<file path="config.mk">
export PLATFORM = sky130hd
export DESIGN_NAME = spi_txn_sched
export DESIGN_NICKNAME = d
export VERILOG_FILES = /design/src/rtl/spi_txn_sched.sv
export SDC_FILE = /design/constraint.sdc
export NUM_CORES = 1
export LEC_CHECK = 0
export CAP_MARGIN = 20
export CORE_ASPECT_RATIO = 1.5
export CORE_MARGIN = 2
export CORE_UTILIZATION = 39
export DETAILED_ROUTE_END_ITERATION = 8
export GPL_TIMING_DRIVEN = 0
export PLACE_DENSITY = 0.75
export SYNTH_ARGS = -nofsm -noshare
export SYNTH_HDL_FRONTEND = slang
export SYNTH_SLANG_ARGS = --single-unit
export TNS_END_PERCENT = 100
</file>
<file path="constraint.sdc">
create_clock -name m_clk -period 1.6 [get_ports m_clk]
set_input_delay 0.24 -clock m_clk [delete_from_list [all_inputs] [get_ports m_clk]]
set_output_delay 0.24 -clock m_clk [all_outputs]
set_load 0.01 [all_outputs]
</file>
<file path="src/rtl/spi_txn_sched.sv">
// rtl/spi_txn_sched.sv - two-requester round-robin scheduler feeding an SPI transmit engine
module spi_txn_sched #(
  parameter int TIMEOUT = 1024,
  parameter int GAP     = 4
) (
  input  logic       m_clk,
  input  logic       n_reset,
  input  logic       req0_valid,
  input  logic       req1_valid,
  input  logic [7:0] req0_addr,
  input  logic [7:0] req1_addr,
  input  logic [7:0] req0_data,
  input  logic [7:0] req1_data,
  output logic       req0_ready,
  output logic       req1_ready,
  output logic [7:0] eng_addr,
  output logic [7:0] eng_data,
  output logic       eng_start,
  input  logic       eng_done,
  output logic       busy,
  output logic       gnt_id,
  output logic       txn_done,
  output logic       txn_err
);

  localparam int TW = (TIMEOUT > 1) ? $clog2(TIMEOUT) : 1;
  localparam int GW = (GAP > 1) ? $clog2(GAP) : 1;
  localparam logic [TW-1:0] TMAX = TW'(TIMEOUT - 1);
  localparam logic [GW-1:0] GMAX = GW'((GAP > 0) ? GAP - 1 : 0);

  typedef enum logic [1:0] {
    S_IDLE,
    S_START,
    S_WAIT,
    S_GAPW
  } state_t;

  state_t        state_q, state_d;
  logic [7:0]    addr_q, addr_d;
  logic [7:0]    data_q, data_d;
  logic          gnt_q, gnt_d;
  logic          last_q, last_d;
  logic [TW-1:0] tcnt_q, tcnt_d;
  logic [GW-1:0] gcnt_q, gcnt_d;
  logic          done_q, done_d;
  logic          err_q, err_d;
  logic          win;
  logic          wait_exit;

  always_comb begin
    state_d    = state_q;
    addr_d     = addr_q;
    data_d     = data_q;
    gnt_d      = gnt_q;
    last_d     = last_q;
    tcnt_d     = tcnt_q;
    gcnt_d     = gcnt_q;
    done_d     = 1'b0;
    err_d      = 1'b0;
    req0_ready = 1'b0;
    req1_ready = 1'b0;
    eng_start  = 1'b0;
    win        = 1'b0;
    wait_exit  = 1'b0;

    unique case (state_q)
      S_IDLE: begin
        // Grants are suppressed while reset is held so no transfer is lost.
        if (!n_reset && (req0_valid || req1_valid)) begin
          win        = (req0_valid && req1_valid) ? ~last_q : req1_valid;
          req0_ready = ~win;
          req1_ready = win;
          addr_d     = win ? req1_addr : req0_addr;
          data_d     = win ? req1_data : req0_data;
          gnt_d      = win;
          last_d     = win;
          state_d    = S_START;
        end
      end
      S_START: begin
        eng_start = ~n_reset;
        tcnt_d    = '0;
        state_d   = S_WAIT;
      end
      S_WAIT: begin
        tcnt_d = tcnt_q + 1'b1;
        // Completion takes priority over a coincident timeout.
        if (eng_done) begin
          done_d    = 1'b1;
          wait_exit = 1'b1;
        end else if (tcnt_q == TMAX) begin
          err_d     = 1'b1;
          wait_exit = 1'b1;
        end
        if (wait_exit) begin
          gcnt_d  = '0;
          state_d = (GAP == 0) ? S_IDLE : S_GAPW;
        end
      end
      S_GAPW: begin
        if (gcnt_q == GMAX) begin
          state_d = S_IDLE;
        end else begin
          gcnt_d = gcnt_q + 1'b1;
        end
      end
      default: state_d = S_IDLE;
    endcase
  end

  always_ff @(posedge m_clk) begin
    if (n_reset) begin
      state_q <= S_IDLE;
      addr_q  <= 8'h00;
      data_q  <= 8'h00;
      gnt_q   <= 1'b0;
      last_q  <= 1'b1;
      tcnt_q  <= '0;
      gcnt_q  <= '0;
      done_q  <= 1'b0;
      err_q   <= 1'b0;
    end else begin
      state_q <= state_d;
      addr_q  <= addr_d;
      data_q  <= data_d;
      gnt_q   <= gnt_d;
      last_q  <= last_d;
      tcnt_q  <= tcnt_d;
      gcnt_q  <= gcnt_d;
      done_q  <= done_d;
      err_q   <= err_d;
    end
  end

  assign busy     = (state_q != S_IDLE);
  assign eng_addr = addr_q;
  assign eng_data = data_q;
  assign gnt_id   = gnt_q;
  assign txn_done = done_q;
  assign txn_err  = err_q;

endmodule

</file>
### Word-level counts from Yosys, hierarchy flattened

Cells that the tools add are included.

* add/sub/neg operators: 2
* $mul: 0
* divide/modulo/power cells: 0
* $lt $le $gt $ge: 0
* eq/ne operators: 9
* shift operators: 0
* mux-type cells: 20
* bitwise operators: 4
* reductions and logical operators: 13

Operator list (number)
* $pmux W10 S2: 1
* $mux W8: 2
* $add A10 B1 Y10 const B: 1
* $eq A10 B10 Y1 const B: 1
* $mux W1: 10
* $mux W2: 5
* $ne A2 B2 Y1 const B: 4
* $pmux W2 S4: 1
* $eq A2 B2 Y1 const B: 3
* $reduce_and A3 Y1: 2
* $reduce_bool A2 Y1: 3
* $not A1 Y1: 4
* $pmux W2 S2: 1
* $reduce_or A3 Y1: 1
* $add A2 B1 Y2 const B: 1
* $eq A2 B1 Y1 const B: 1
* $logic_and A1 B1 Y1: 2
* $logic_not A2 Y1: 1
* $reduce_and A2 Y1: 1
* $reduce_or A2 Y1: 1
* $logic_not A1 Y1: 1
* $logic_or A1 B1 Y1: 1

* flip-flop bits (word level): 34
* bits in latches: 0
* memory bits (writable): 0
* ROM bits: 0
* input port bits: 37
* logic and storage cells: 57
* memories: 0

### Depth between registers and ports, before layout

Gate-level depths: netlist of the first run.

* depth after elaboration: 6
* depth in mapped cells: 7

### Least setup slack after synthesis of the first run

OpenSTA, ideal clock, no wires.

* path kind: flip-flop to flip-flop
* start: register state_q[0]
* end: register tcnt_q[6]
* setup time: 0.070 ns
* arrival time: 1.500 ns
* required time: 1.530 ns
* setup slack: 0.030 ns
* cell stages (with the launch flop): 7
* clock period less this slack: 1.570 ns
* path through: dfxtp_1 inv_1 ha_1 clkbuf_1 nand4_1 or3_1 a21oi_1

* cells in the longest elaborated chain, start to end: 2
* elaborated cells between the ends (all ways): 4
* those cells by class: eq/ne (2); mux (1); reduce/logical (1)

Ends and longest elaborated chain
* from (decl): RTL line 38 `state_t state_q, state_d;`
* from (signal assigned): RTL line 123 `state_q <= state_d;`
* $eq A2 B2 Y1 or $eq A2 B1 Y1 (tied branches): RTL line 66 `unique case (state_q)`
* $pmux W10 S2 or $reduce_bool A2 Y1 (tied branches)
* to (signal assigned): RTL line 128 `tcnt_q <= tcnt_d;`
* to (decl): RTL line 43 `logic [TW-1:0] tcnt_q, tcnt_d;`

Parallel ways exist; a longest one is shown, timed or not.
A chain may end at the register's enable or synchronous reset.

### Worst setup path after layout of the first run

* start: register state_q[0]
* end: register gcnt_q[0]

* cells in the longest elaborated chain, start to end: 3
* elaborated cells between the ends (all ways): 7
* those cells by class: eq/ne (4); mux (1); reduce/logical (2)

Ends and longest elaborated chain
* $eq A2 B2 Y1: RTL line 66
* $ne A2 B2 Y1 (no source line) or $reduce_bool A2 Y1 (tied branches)
* $reduce_and A3 Y1 (no source line)
* to (signal assigned): RTL line 129 `gcnt_q <= gcnt_d;`
* to (decl): RTL line 44 `logic [GW-1:0] gcnt_q, gcnt_d;`

Parallel ways exist; a longest one is shown, timed or not.

==> results of run 1 <==
## cell families after synthesis
logic type | count (synthesis) | synth area share [%]
muxes | 16 | 9.953
DFF | 34 | 42.30
and+or+nand+nor | 56 | 17.34
adders and majority gates | 6 | 4.666
buffers and inverters | 16 | 4.666
AOI/OAI and AO/OA | 36 | 17.26
xor gates and xnor gates | 7 | 3.810
## path summary, 6_finish.rpt
check                          startpoint                endpoint  slack [ns]  depth (start not counted)
setup / recovery  state_q[0]$_SDFFE_PP0P_  gcnt_q[0]$_SDFFE_PP0P_        0.01                          6
hold / removal                    n_reset  gcnt_q[1]$_SDFFE_PP0P_        0.32                          3
setup reg to reg  state_q[0]$_SDFFE_PP0P_  gcnt_q[0]$_SDFFE_PP0P_        0.01                          6
hold reg to reg       gnt_id$_SDFFE_PP0P_     gnt_id$_SDFFE_PP0P_        0.45                          2
## critical path, cell delays in order, from the launching register on
cell	delay [ns]
dfxtp_2	0.32
inv_1	0.08
ha_2	0.23
inv_2	0.08
a311oi_4	0.42
o31ai_2	0.11
a31o_2	0.24
## cell type report
class | instances | area share (%)
multi-input cells | 121 | 36.53
clock buffers | 7 | 3.501
plain buffers | 8 | 2.435
inverters | 6 | 0.9132
well taps | 45 | 2.283
repair buffers | 66 | 26.23
flip-flops and latches | 34 | 27.90
clock inverters | 1 | 0.2029
## flip-flops by register name, indices dropped and copies added (netlist names)
register,flops
eng_addr,8
eng_data,8
gcnt_q,2
gnt_id,1
last_q,1
state_q,2
tcnt_q,10
txn_done,1
txn_err,1
## through the flow
step / power (W) / cell area (sq um) / setup WS, ns / hold WS (ns) / utilization (%)
6_report: 0.003005 / 2466 / 0.01465 / 0.3150 / 62.29
3_5_place_dp: 0.002301 / 2256 / -0.5412 / 0.4498 / 56.98
3_3_place_gp: 0.002274 / 2256 / -0.5404 / 0.4437 / 56.98
2_1_floorplan: 0.001768 / 1609 / 0.02980 / 0.3171 / -
5_1_grt: 0.003198 / 2466 / -0.05998 / 0.3324 / 62.29
4_1_cts: 0.002985 / 2407 / -0.1291 / 0.4588 / 60.81
## power by group through the flow
stage	Clock [W]	Sequential, W	Combinational (W)
after floorplan	0	0.00114	0.000629
after detailed placement	0	0.00110	0.00120
after global placement	0	0.00109	0.00118
final	0.000645	0.00108	0.00128
after global routing	0.000696	0.00110	0.00140
after CTS	0.000660	0.00108	0.00125
## layer usage
| layer | global-route usage [%] | up-vias | share of wire (%) |
|---|---|---|---|
| li1 | - | 749 | - |
| met3 | 6.075 | 6 | 7.9 |
| met4 | 5.714 | 0 | 1.3 |
| met1 | 19.60 | 664 | 40 |
| met2 | 32.44 | 56 | 50 |
| met5 | 0 | - | 0 |
## repair_timing
action,4_1_cts,5_1_grt
gates resized for setup,26,17
buffers inserted,5,2
cloned,0,0
pin swaps,2,4
setup endpoints to repair,13,15
## cells in the final DEF, fill, tap and decap left out, drive strengths merged, types with 2 or more instances in the layout
cell           instances
xor2                   5
mux2i                 16
ha                     6
a21oi                  5
nand2b                 4
o21ai                  3
nand4                  2
nand3                  4
inv                    6
clkdlybuf4s50         52
nand2                  7
dfxtp                 34
dlymetal6s2s           3
a211oi                17
xnor2                  2
or3b                   2
and4                   3
buf                   13
clkbuf                11
nor2                  26
==> metrics.yaml, run 1 <==
dp_cells: 275
totalWireLength_mm: 4.025
syn_area_sq_um: 1609
synthesis.nets: 214
pin_count: 60
yosysUniqueCellTypes: 42
io_buffers: 59
die_y_microns: 82.67
syn_avg_cell_area_sq_um: 9.410
synth_top_cell_by_area: "dfxtp_1"
p_seq_share_pct: 36.0
fin_tns_setup_ns: 0
async_flop_share_pct: 0
grt_pass1_wl_mm: 6.520
multi_input_area_sq_um: 900.9
grt_util_all_layers_pct: 17.92
seqCellArea_sq_um: 688.2
cts-root-buf: "clkbuf_8"
slew_headroom_pct: 67.57
switching_share_pct: 33.52
grt_pass1_vias: 1361
ys_seq_elements: 34
endpoint_kind: "register"
ys_seq_area_share_pct: 42.30
crit_required_ns: 1.77
antenna_found_initial: 0
die-area_sq_um: 4666
worst_ep_arrival_time_ns: 1.76
p_switching_w: 0.001007
final-setup-viol-count: 0
status: "finished clean"
nets: 285
cp_max_fo: 7
p_int_w: 0.001998
coreArea_sq_um: 3959
dr.pass1.iters: 4
grt_max_degree: 11
grt_setup_unrepaired: "true"
drive_above_1_share_pct: 16.87
fin_skew_ns: 0.01092
place.gp.congestion: 0.7274
num_vias: 1475
worstMarginPinSlew_ns: 0.4865
cts_buffers: 5
yosys_warnings: 0
avgViaCountPerCell: 5.122
start_util_pct: 40.64
min_period_over_period_pct: 99.08
clock_latency_ns: 0.29
dp_hpwl_mm: 2.930
antenna_cells: 0
synthToLayoutAreaGrowth_pct: 53.27
clk_path_buf_depth: 2
crit_path_start_kind: "register"
fmax_ghz: 0.6308
drtIter0Drc: 17
tritoncts: "done"
maxCapViolCount: 0
hold_viol_final: 0
drtAntennaViolNets: 0
wl_per_cell_microns: 13.98
fin_cells: 288
path_clk_slew_ns: 0.06
synth_cells: 171
p_leak_nw: 0.9714
fp-row-count: 28
remaining_drc_errors: 0
grt-ovfl-total: 0
synth_edf_count: 0
synth_common_cells: "34 x dfxtp_1, 26 x nor2_1, 17 x a211oi_1"
yosysMostFrequentCell: "dfxtp_1"
crit_type: "reg2reg"
hp-class: "in2reg"
synth_top_flop_cell: "dfxtp_1"
synthTopCellsByArea: "dfxtp_1 42%, mux2i_1 10%, a211oi_1 7.9%"
nFillCells: 365
ir_drop_mv: 0.7803
hold_buffers: 0
min_period_ns: 1.585
die_w_microns: 56.45
power_frac_clock_pct: 21.5
ctsHtreeMaxLevel: 2
power_density_nw_per_um2: 1218
netlist.area_leader.share_pct: 42.30
slew_viol_final: 0
combPwrFrac_pct: 42.5
cts_sinks: 34
Note: power is estimated with default switching activity, not from simulation.
==> inputs of run 2 (changes only) <==
- TNS_END_PERCENT: 100 -> 5
==> run 2 against run 1 <==
Effect of this change: clock power about the same; fmax is 0.15% lower; via count increased by 2.0%; critical path type is now in2out; flip-flop and latch count stayed put; setup slack worse by 0.0024 ns; count of clock-buffer cells in the layout unchanged; sequential share of layout area fell by 0.51 points; sequential power is essentially flat.
==> metrics.yaml, run 2 (synthesis results as in run 1) <==
io_buffers: 59  # unchanged
hp-class: "reg2reg"
remaining_drc_errors: 0  # unchanged
drive_above_1_share_pct: 18.70  # +1.8 points
grt_pass1_wl_mm: 6.361  # -2.4%
ctsHtreeMaxLevel: 2  # unchanged
grt_pass1_vias: 1343  # -1.3%
cts_sinks: 34  # unchanged
clock_latency_ns: 0.29  # about the same
clk_path_buf_depth: 2  # unchanged
die_w_microns: 56.45  # unchanged
place.gp.congestion: 0.7274  # unchanged
crit_type: "in2out"
fp-row-count: 28  # unchanged
antenna_cells: 0  # unchanged
nets: 288  # +1.1%
slew_viol_final: 0  # unchanged
hold_viol_final: 0  # unchanged
die-area_sq_um: 4666  # unchanged
endpoint_kind: "primary output"
cts_buffers: 5  # unchanged
min_period_over_period_pct: 99.23  # +0.15 points
hold_buffers: 0  # unchanged
fin_skew_ns: 0.008345  # -0.002580 ns
fmax_ghz: 0.6298  # -0.15%
cp_max_fo: 6  # -1
worstMarginPinSlew_ns: 0.4943  # +0.007766 ns
avgViaCountPerCell: 5.172  # +0.98%
pin_count: 60  # unchanged
fin_tns_setup_ns: 0  # unchanged
largest_register_ffs: 10  # unchanged
path_clk_slew_ns: 0.07  # about the same
finalPower_w: 0.003195  # +6.3%
power_density_nw_per_um2: 1272  # +4.4%
crit_path_start_kind: "primary input"
totalWireLength_mm: 4.055  # +0.75%
start_util_pct: 40.64  # unchanged
ir_drop_mv: 0.7588  # -2.8%
maxCapViolCount: 0  # unchanged
stdcell_area_sq_um: 2512  # +1.9%
top_register: "tcnt_q"
tritoncts: "done"
dp_hpwl_mm: 2.930  # unchanged
slew_headroom_pct: 67.05  # -0.52 points
cts-root-buf: "clkbuf_8"
antenna_found_initial: 0  # unchanged
min_period_ns: 1.588  # +0.002378 ns
place_area_sq_um: 2256  # unchanged
p_leak_nw: 0.9833  # +1.2%
worst_ep_arrival_time_ns: 1.35  # -0.41 ns
num_vias: 1505  # +2.0%
grt_util_all_layers_pct: 17.43  # -0.49 points
wl_per_cell_microns: 13.93  # -0.29%
crit_required_ns: 1.36  # -0.41 ns
layout_commonest_cell: "clkdlybuf4s50_1"
grt_max_degree: 11  # unchanged
layout_common_cells: "53 x clkdlybuf4s50_1, 30 x dfxtp_1, 26 x nor2_1"
drtAntennaViolNets: 0  # unchanged
synthToLayoutAreaGrowth_pct: 56.14
status: "finished clean"
drtIter0Drc: 22  # +5
grt_setup_unrepaired: "true"
grt-ovfl-total: 0  # unchanged
die_y_microns: 82.67  # unchanged
dr.pass1.iters: 4  # unchanged
coreArea_sq_um: 3959  # unchanged
final-setup-viol-count: 0  # unchanged
run 2: where the power goes:
group / internal [W] / total [W] / switching (W)
clock: 0.000347 / 0.000643 / 0.000296
combinational: 0.000778 / 0.00145 / 0.000677
sequential: 0.00100 / 0.00110 / 0.0000933
run 2: critical path, stage by stage:
cell and delay [ns]:
clkdlybuf4s50_1 0.43, o21ba_4 0.25, and2_4 0.17, nand2_2 0.07, inv_2 0.06, buf_2 0.12
run 2: cell type report:
class                      count  area [sq um]
buffer                         9         71.32
clock buffer                   7         86.33
clock inverter                 1         5.005
fill                         356          1446
inverter                       6         25.02
multi-input combinational    121         920.9
sequential                    34         688.2
tap                           45         56.30
timing repair buffer          68         659.4
run 2: path summary, 6_finish.rpt:
kind	end	from	slack [ns]	depth (start not counted)
max	req1_ready	n_reset	0.01	6
min	gnt_id$_SDFFE_PP0P_	gnt_id$_SDFFE_PP0P_	0.45	2
max reg2reg	gcnt_q[0]$_SDFFE_PP0P_	tcnt_q[0]$_SDFFE_PP0P_	0.03	5
min reg2reg	gnt_id$_SDFFE_PP0P_	gnt_id$_SDFFE_PP0P_	0.45	2
run 2: routing by layer:
metal / up-vias / GRT usage, % / routed length [microns]
met5: - / 0 / 0
met4: 0 / 5.714 / 55
met3: 8 / 6.075 / 300
met2: 54 / 31.16 / 2025
met1: 687 / 19.21 / 1674
li1: 756 / - / -
run 2: what timing repair did:
item                       CTS  global route
setup endpoints to repair   13            10
setup buffers                3             6
pin swaps                    1             7
resized for setup           26            25
run 2: through the flow:
stage	instances	setup slack (ns)	hold slack (ns)	util, %
after detailed placement	275	-0.5412	0.4498	56.98
after global routing	291	-0.03263	0.4832	63.46
after global placement	275	-0.5404	0.4437	56.98
final	291	0.01228	0.4545	63.46
after floorplan	171	0.02980	0.3171	-
after CTS	285	-0.1291	0.4588	60.49
